==> src/rtl/alu_ctrl_pkg.sv <==
// Shared constants for the registered ALU control decoder: ALU codes,
// R-type opcodes, ALUOp classes, I-type/branch prefixes and FSM states.
package alu_ctrl_pkg;

    localparam int unsigned OPC_W_P  = 11;
    localparam int unsigned CTRL_W_P = 4;
    localparam int unsigned CNT_W    = 4;

    // ALU control codes
    localparam logic [CTRL_W_P-1:0] ALU_AND   = 4'b0000;
    localparam logic [CTRL_W_P-1:0] ALU_ORR   = 4'b0001;
    localparam logic [CTRL_W_P-1:0] ALU_ADD   = 4'b0010;
    localparam logic [CTRL_W_P-1:0] ALU_EOR   = 4'b0011;
    localparam logic [CTRL_W_P-1:0] ALU_LSL   = 4'b0100;
    localparam logic [CTRL_W_P-1:0] ALU_LSR   = 4'b0101;
    localparam logic [CTRL_W_P-1:0] ALU_SUB   = 4'b0110;
    localparam logic [CTRL_W_P-1:0] ALU_PASSB = 4'b0111;
    localparam logic [CTRL_W_P-1:0] ALU_MUL   = 4'b1000;

    // R-type opcodes (inst31_21), exact compares
    localparam logic [OPC_W_P-1:0] OPC_ADD = 11'b10001011000;
    localparam logic [OPC_W_P-1:0] OPC_SUB = 11'b11001011000;
    localparam logic [OPC_W_P-1:0] OPC_AND = 11'b10001010000;
    localparam logic [OPC_W_P-1:0] OPC_ORR = 11'b10101010000;
    localparam logic [OPC_W_P-1:0] OPC_EOR = 11'b11001010000;
    localparam logic [OPC_W_P-1:0] OPC_LSL = 11'b11010011011;
    localparam logic [OPC_W_P-1:0] OPC_LSR = 11'b11010011010;
    localparam logic [OPC_W_P-1:0] OPC_MUL = 11'b10011011000;

    // Main-control ALUOp classes
    localparam logic [1:0] ALUOP_LDST  = 2'b00;
    localparam logic [1:0] ALUOP_CBZ   = 2'b01;
    localparam logic [1:0] ALUOP_RTYPE = 2'b10;
    localparam logic [1:0] ALUOP_RSVD  = 2'b11;

    // Legal non-R-type prefixes that reach the decoder with ALUOp 10
    localparam logic [9:0] PFX_ADDI = 10'b1001000100;
    localparam logic [9:0] PFX_SUBI = 10'b1101000100;
    localparam logic [5:0] PFX_B    = 6'b000101;

    typedef enum logic [1:0] {
        ST_IDLE  = 2'd0,
        ST_WAIT  = 2'd1,
        ST_VALID = 2'd2
    } state_t;

endpackage

==> src/rtl/alu_ctrl_decode.sv <==
// Pure combinational decode {inst31_21, alu_op} -> {control_line, is_mul, illegal}.
// Optional macro ALU_CTRL_ILLEGAL_OP_EN enables the illegal-op flag.
import alu_ctrl_pkg::*;

module alu_ctrl_decode (
    input  logic [OPC_W_P-1:0]  inst31_21,
    input  logic [1:0]          alu_op,
    output logic [CTRL_W_P-1:0] control_line_c,
    output logic                is_mul_c,
    output logic                illegal_c
);

    // Control code selection by ALUOp class and exact opcode
    always_comb begin
        control_line_c = ALU_ADD;
        is_mul_c       = 1'b0;
        case (alu_op)
            ALUOP_LDST: control_line_c = ALU_ADD;
            ALUOP_CBZ:  control_line_c = ALU_PASSB;
            ALUOP_RTYPE: begin
                case (inst31_21)
                    OPC_ADD: control_line_c = ALU_ADD;
                    OPC_SUB: control_line_c = ALU_SUB;
                    OPC_AND: control_line_c = ALU_AND;
                    OPC_ORR: control_line_c = ALU_ORR;
                    OPC_EOR: control_line_c = ALU_EOR;
                    OPC_LSL: control_line_c = ALU_LSL;
                    OPC_LSR: control_line_c = ALU_LSR;
                    OPC_MUL: begin
                        control_line_c = ALU_MUL;
                        is_mul_c       = 1'b1;
                    end
                    default: control_line_c = ALU_ADD;
                endcase
            end
            default: control_line_c = ALU_ADD;
        endcase
    end

`ifdef ALU_CTRL_ILLEGAL_OP_EN
    logic rtype_known;
    logic legal_prefix;

    // Opcodes that are either decoded R-types or known I-type/branch encodings
    always_comb begin
        rtype_known  = inst31_21 inside {OPC_ADD, OPC_SUB, OPC_AND, OPC_ORR,
                                         OPC_EOR, OPC_LSL, OPC_LSR, OPC_MUL};
        legal_prefix = (inst31_21[10:1] == PFX_ADDI) ||
                       (inst31_21[10:1] == PFX_SUBI) ||
                       (inst31_21[10:5] == PFX_B);
    end

    assign illegal_c = (alu_op == ALUOP_RSVD) ||
                       ((alu_op == ALUOP_RTYPE) && !rtype_known && !legal_prefix);
`else
    assign illegal_c = 1'b0;
`endif

endmodule

==> src/rtl/alu_ctrl_pipe.sv <==
// Registered, valid/ready ALU control decoder with MUL occupancy modelling.
// Optional macro ALU_CTRL_ILLEGAL_OP_EN drives the illegal output.
import alu_ctrl_pkg::*;

module alu_ctrl_pipe #(
    parameter int unsigned OPC_W   = 11,
    parameter int unsigned CTRL_W  = 4,
    parameter int unsigned MUL_LAT = 4
) (
    input  logic              clk,
    input  logic              reset,
    input  logic              in_valid,
    output logic              in_ready,
    input  logic [OPC_W-1:0]  inst31_21,
    input  logic [1:0]        ALUOp,
    output logic              out_valid,
    input  logic              out_ready,
    output logic [CTRL_W-1:0] control_line,
    output logic              is_mul,
    output logic              busy,
    output logic              illegal
);

    state_t              state_q, state_d;
    logic [CNT_W-1:0]    cnt_q, cnt_d;
    logic [CTRL_W-1:0]   control_line_q, control_line_d;
    logic                is_mul_q, is_mul_d;
    logic                illegal_q, illegal_d;

    logic [CTRL_W_P-1:0] dec_ctrl_c;
    logic                dec_mul_c;
    logic                dec_ill_c;
    logic                accept_c;

    alu_ctrl_decode u_decode (
        .inst31_21      (OPC_W_P'(inst31_21)),
        .alu_op         (ALUOp),
        .control_line_c (dec_ctrl_c),
        .is_mul_c       (dec_mul_c),
        .illegal_c      (dec_ill_c)
    );

    assign in_ready  = (state_q == ST_IDLE) || ((state_q == ST_VALID) && out_ready);
    assign accept_c  = in_valid && in_ready;
    assign out_valid = (state_q == ST_VALID);
    assign busy      = (state_q != ST_IDLE);
    assign control_line = control_line_q;
    assign is_mul       = is_mul_q;
    assign illegal      = illegal_q;

    // Next-state, occupancy counter and output register load
    always_comb begin
        state_d        = state_q;
        cnt_d          = cnt_q;
        control_line_d = control_line_q;
        is_mul_d       = is_mul_q;
        illegal_d      = illegal_q;

        if (accept_c) begin
            control_line_d = CTRL_W'(dec_ctrl_c);
            is_mul_d       = dec_mul_c;
            illegal_d      = dec_ill_c;
            if (dec_mul_c && (MUL_LAT > 1)) begin
                state_d = ST_WAIT;
                cnt_d   = CNT_W'(MUL_LAT - 1);
            end else begin
                state_d = ST_VALID;
                cnt_d   = '0;
            end
        end else begin
            case (state_q)
                ST_IDLE: state_d = ST_IDLE;
                ST_WAIT: begin
                    if (cnt_q <= CNT_W'(1)) begin
                        state_d = ST_VALID;
                        cnt_d   = '0;
                    end else begin
                        cnt_d = cnt_q - CNT_W'(1);
                    end
                end
                ST_VALID: begin
                    if (out_ready) state_d = ST_IDLE;
                end
                default: state_d = ST_IDLE;
            endcase
        end
    end

    // State and output registers; reset discards any in-flight op
    always_ff @(posedge clk or posedge reset) begin
        if (reset) begin
            state_q        <= ST_IDLE;
            cnt_q          <= '0;
            control_line_q <= '0;
            is_mul_q       <= 1'b0;
            illegal_q      <= 1'b0;
        end else begin
            state_q        <= state_d;
            cnt_q          <= cnt_d;
            control_line_q <= control_line_d;
            is_mul_q       <= is_mul_d;
            illegal_q      <= illegal_d;
        end
    end

endmodule

==> config.mk <==
export PLATFORM = sky130hd
export DESIGN_NAME = alu_ctrl_pipe
export DESIGN_NICKNAME = d
export VERILOG_FILES = /design/src/rtl/alu_ctrl_pkg.sv /design/src/rtl/alu_ctrl_decode.sv /design/src/rtl/alu_ctrl_pipe.sv
export SDC_FILE = /design/constraint.sdc
export NUM_CORES = 1
export LEC_CHECK = 0
export CORE_MARGIN = 10
export CORE_UTILIZATION = 49
export CTS_BUF_LIST = sky130_fd_sc_hd__clkbuf_16
export DETAILED_ROUTE_END_ITERATION = 10
export PLACE_DENSITY_LB_ADDON = 0.12
export SYNTH_ARGS = -nofsm -noshare
export SYNTH_HDL_FRONTEND = slang
export SYNTH_HIERARCHICAL = 1
export SYNTH_SLANG_ARGS = --single-unit
export TNS_END_PERCENT = 1
==> constraint.sdc <==
create_clock -name clk -period 3.2 [get_ports clk]
set_input_delay 0.64 -clock clk [delete_from_list [all_inputs] [get_ports clk]]
set_output_delay 0.64 -clock clk [all_outputs]
set_load 0.01 [all_outputs]
======== Word-level counts from Yosys, hierarchy flattened ========
Index checks and enable logic that the tools add are counted.
word-level totals
  flip-flop bits (word level) ............. 11
  output and inout port bits .............. 9
  word-level logic and storage cells ...... 39
cells by class
  add/subtract/negate cells ............... 1
  $lt $le $gt $ge ......................... 1
  equality and inequality tests ........... 13
  multiplexer cells ....................... 13
  reductions and logical operators ........ 7
operators with widths
  operator                                                                 number
  11-bit equality test, second input constant                              7
  4-bit case mux with 7 select lines                                       1
  4-bit 2-to-1 mux                                                         3
  2-bit 2-to-1 mux                                                         5
  4-bit case mux with 2 select lines                                       1
  2-bit by 1-bit equality test with 1-bit output, second input constant    2
  2-bit equality test, second input constant                               2
  4-bit by 1-bit <= comparator with 1-bit output, second input constant    1
  2-bit case mux with 2 select lines                                       1
  2-bit nonzero test                                                       2
  4-bit by 1-bit subtractor with 4-bit output, second input constant       1
  3-bit by 1-bit inequality test with 1-bit output, second input constant  1
  3-bit inequality test, second input constant                             1
  1-bit logical AND                                                        2
  2-bit logical NOT                                                        1
  1-bit 2-to-1 mux                                                         2
  2-bit AND reduction                                                      1
  1-bit logical OR                                                         1

======== Longest topological paths before layout ========
  depth after elaboration ................. 6
  depth in mapped cells ................... 7
  gate-level depth less buffers ........... 7

======== Cells and area by module ========
The synthesis kept the hierarchy.
by module, submodules not included
  module           instances  cells each  area an instance (um2)  seq. area each (um2)
  alu_ctrl_pipe    1          54          609.3                   300.3
  alu_ctrl_decode  1          36          241.5                   0.0

======== Least setup slack after synthesis ========
Ideal clock, no wire load.
  kind .................................... input to register
  start ................................... input inst31_21[8]
  end ..................................... register cnt_q[0]
  library setup time ...................... 0.087 ns
  arrival time ............................ 2.274 ns
  path slack .............................. 0.839 ns
  stages on the path ...................... 6
  buffers on the path ..................... 0
  cells stage by stage .................... or3b_4 -> or4b_4 -> nor2_1 -> inv_1 -> or4b_4 -> o211ai_1
between the ends
  cells in the longest elaborated chain, start to end .. 5
ends and longest elaborated chain
  element                 line                   text
  start: declaration      alu_ctrl_pipe.sv:14    input logic [OPC_W-1:0] inst31_21,
  11-bit equality test    alu_ctrl_decode.sv:21  case (inst31_21)
  1-bit 2-to-1 mux        alu_ctrl_decode.sv:21
  1-bit 2-to-1 mux        alu_ctrl_decode.sv:17  case (alu_op)
  via dec_mul_c           alu_ctrl_pipe.sv:31    logic dec_mul_c;
  2-bit 2-to-1 mux        alu_ctrl_pipe.sv:63    if (dec_mul_c && (MUL_LAT > 1)) begin
  4-bit 2-to-1 mux        alu_ctrl_pipe.sv:59    if (accept_c) begin
  end signal: assignment  alu_ctrl_pipe.sv:99    cnt_q <= cnt_d;
  end: declaration        alu_ctrl_pipe.sv:25    logic [CNT_W-1:0] cnt_q, cnt_d;
The timed path passes the listed nets, and every way through them passes these cells.
A chain may end at the register's enable or synchronous reset.

======== Worst setup path after layout ========
Same ends and word-level chain as after synthesis.

==> metrics.md <==
| Metric | Value |
|---|---|
| Post-synth EDFFs | 0 |
| Top-count cell post-synth | dfrtp_1 |
| Yosys top cell area share | 0.353 |
| Clock root buffer | clkbuf_16 |
| WL/cell | roughly 16 um |
| Combinational share of power | 0.188 |
| Initial drt markers | 19 |
| Hold Buf Count CTS | 0 |
| Share of layout cells above drive strength 1 | 0.0776 |
| Worst path required time | approximately 3.3 ns |
| Mapped cell area | between 800 and 900 um2 |
| Status | finished, final reports clean |
| Setup-violating endpoint count in the final report | 0 |
| Post-Layout Cell Count | 132 |
| Grt ovf | 0 |
| Cell count after synthesis | 90 |
| CP Cell Sequence | clkdlybuf4s50_1, or3b_4, or4b_4, nor2_1, inv_1, or4b_4, o211ai_1 |
| DR DRC count | 0 |
| Internal Pwr Total | 0.373 mW |
| Flop2flop setup slack | 1.83 ns |
| Die span in x | 61.7 um |
| Core area | between 0.0015 and 0.002 mm2 |
| RePlAce Congestion | 0.829 |
| CP Max Fanout | 4 |
| Clk network pwr share | 0.463 |
| Chip Height | between 60 and 70 um |
| Rows | 14 |
| Syn_nets | approximately 110 |
| Clk buf depth | 2 |
| CTS tree | built |
| Post-synth top cells | 12 x dfrtp_1, 10 x inv_1, 8 x nor2_1 |
| Final Max Tran Viols | 0 |
| Antenna violations before repair | 0 |
| Sequential area share after synthesis | 0.353 |
| Inserted Diodes | 0 |
| IO buf count | 25 |
| Largest net degree at the start of global routing | 13 |
| Clk Latency, worst-skew pair | about 0.23 ns |
| Fin nets | 139 |
| Slowest-stage cell, CP | or4b_4 |
| Resize count post-CTS | 0 |
| Setup bufs post-CTS | 0 |
| RSZ-0062 raised after global routing | no |
| Area post-placement | about 0.0011 mm2 |
| All-Layer GR Usage | 0.119 |
| Syn. warnings | 6 |
| Maxcap violations | 0 |
| Startpoint Class | input port |
| Sequential power share | 0.349 |
| Via count | between 700 and 800 |
| First-pass GRT wire length | 3420 um |
| CP Capture Type | flop |
| Top_reg_cell synth | dfrtp_1 |
| Final instance area | roughly 0.0012 mm2 |
| Netlist cell types | 39 |
| Most used cell, CP | or4b_4 |
| HP Class | reg -> reg |
| Max Clk Rate | ~370 MHz |
| Area delta synth->final | 39.1% |
| Async S/R FF share, synth | 1.00 |
| RR Endpoint | control_line[2]$_DFFE_PP0P_ |
| Yosys top cell by area | dfrtp_1 |
| Hold Vio Cnt, Final | 0 |
| Synth area leaders | dfrtp_1 35%, mux2_1 6.6%, ha_1 5.9%, inv_1 4.4%, nor2_1 3.5% |
| WHS Endpoint | control_line[1]$_DFFE_PP0P_ |
| Lkg Pwr | just under 0.5 nW |
| Die outline area | approximately 0.0038 mm2 |
| Critical Path Max Stage Delay | ~0.54 ns |
| Hold_ws | 0.485 ns |
| H-Tree Depth | 1 |
| Final setup TNS | 0 ns |
| Layout Skew | between 0.002 and 0.003 ns |
| CTS Buf Count | 3 |
| Reg clk slew, reported paths | roughly 0.040 ns |
| Critical path type | in -> reg |
| TritonRoute pass-1 iters | 4 |
| CTS sink cnt | 12 |
| Post-synthesis register bit count | 12 |
| Remaining antenna violation count after routing | 0 |
| Maximum VDD drop | about 0.55 mV |
| Ratio of final minimum period to clock period | 0.848 |
| Syn avg cell area | 9.45 um2 |
| Switching Fraction | 0.207 |
| # fillers | 113 |
| Vias in the first global route | approximately 800 |
| R2R Path Start | state_q[1]$_DFFE_PP0P_ |
| Io pins | 26 |
| Cells on worst reg2reg path | 3 |
| Hold depth | 1 |
| Final min period | 2.71 ns |
| Vias/cell | roughly 5.9 |
| Hold Path Origin | control_line[1]$_DFFE_PP0P_ |
| PwrDens | a little under 400 mW/mm2 |
| Data arrival, critical path | 2.86 ns |
| Starting Density | 0.540 |
| Placed instance count | 129 |
| Final WL | 2120 um |
| NetSw | 0.0973 mW |
-- power by group through the flow --
stage	Sequential [mW]	Combinational, mW	Clock (mW)
after global routing	0.165	0.0953	0.226
after global placement	0.166	0.0870	0
after CTS	0.164	0.0892	0.220
after detailed placement	0.166	0.0885	0
final	0.164	0.0883	0.218
after floorplan	0.169	0.0350	0
-- critical path, delay by kind of cell --
kind                   cells  cell delay, ns
and+or+nand+nor            4            1.57
AOI/OAI and AO/OA          1            0.12
buffers and inverters      2            0.52
-- routing by layer --
metal  wire (um)  vias to the layer above  GRT usage
met5           0                        -          0
met4          38                        0     0.0382
met3         187                        6     0.0535
met2         977                       30      0.201
met1         921                      364      0.131
li1            -                      380          -
-- stage by stage --
stage	total power, mW	util	worst slack, ns
2_1_floorplan	0.204	-	0.839
3_3_place_gp	0.253	0.703	0.315
3_5_place_dp	0.255	0.703	0.258
4_1_cts	0.474	0.751	0.493
5_1_grt	0.486	0.751	0.424
6_report	0.470	0.751	0.487
-- cell usage in the layout (no fill, tap or decap), types with 3 or more instances in the layout --
master / instances
clkdlybuf4s50_1: 25
dfrtp_1: 12
inv_1: 10
nor2_1: 8
mux2_1: 5
nand2b_1: 4
ha_1: 4
a21oi_1: 3
o21ai_0: 3
clkbuf_16: 3
nor3_1: 3
-- cell type report --
cell class,instances,area [um2],share of cell area
Sequential cell,12,300,0.254
Multi-Input combinational cell,66,500,0.423
Tap cell,16,20.0,0.0169
Inverter,10,37.5,0.0317
Timing Repair Buffer,25,250,0.211
Clock buffer,3,75.1,0.0634
-- registers in the layout, indices dropped and copies added, names as in the netlist --
name	count
state_q	2
control_line	4
is_mul	1
illegal	1
cnt_q	4
-- how the worst max path moves through the flow --
stage	startpoint	endpoint	slack [ns]	cells past startpoint
4_1_cts	inst31_21[8]	cnt_q[0]$_DFFE_PP0P_	0.49	7
6_report	inst31_21[8]	cnt_q[0]$_DFFE_PP0P_	0.49	7
3_5_place_dp	inst31_21[8]	cnt_q[0]$_DFFE_PP0P_	0.26	7
2_1_floorplan	inst31_21[8]	cnt_q[0]$_DFFE_PP0P_	0.84	6
3_3_place_gp	inst31_21[8]	cnt_q[0]$_DFFE_PP0P_	0.32	7
5_1_grt	inst31_21[8]	cnt_q[0]$_DFFE_PP0P_	0.42	7
-- cells by family after synthesis --
kind of cell / share of synthesized area
AND/OR/NAND/NOR: 0.262
AO/OA/AOI/OAI: 0.187
flip-flops: 0.353
buffers and inverters: 0.0588
multiplexers: 0.0662
adder cells (fa/ha/maj): 0.0588
other: 0.00441
XOR/XNOR: 0.0103
No activity file was read; power rests on OpenSTA's default activity.
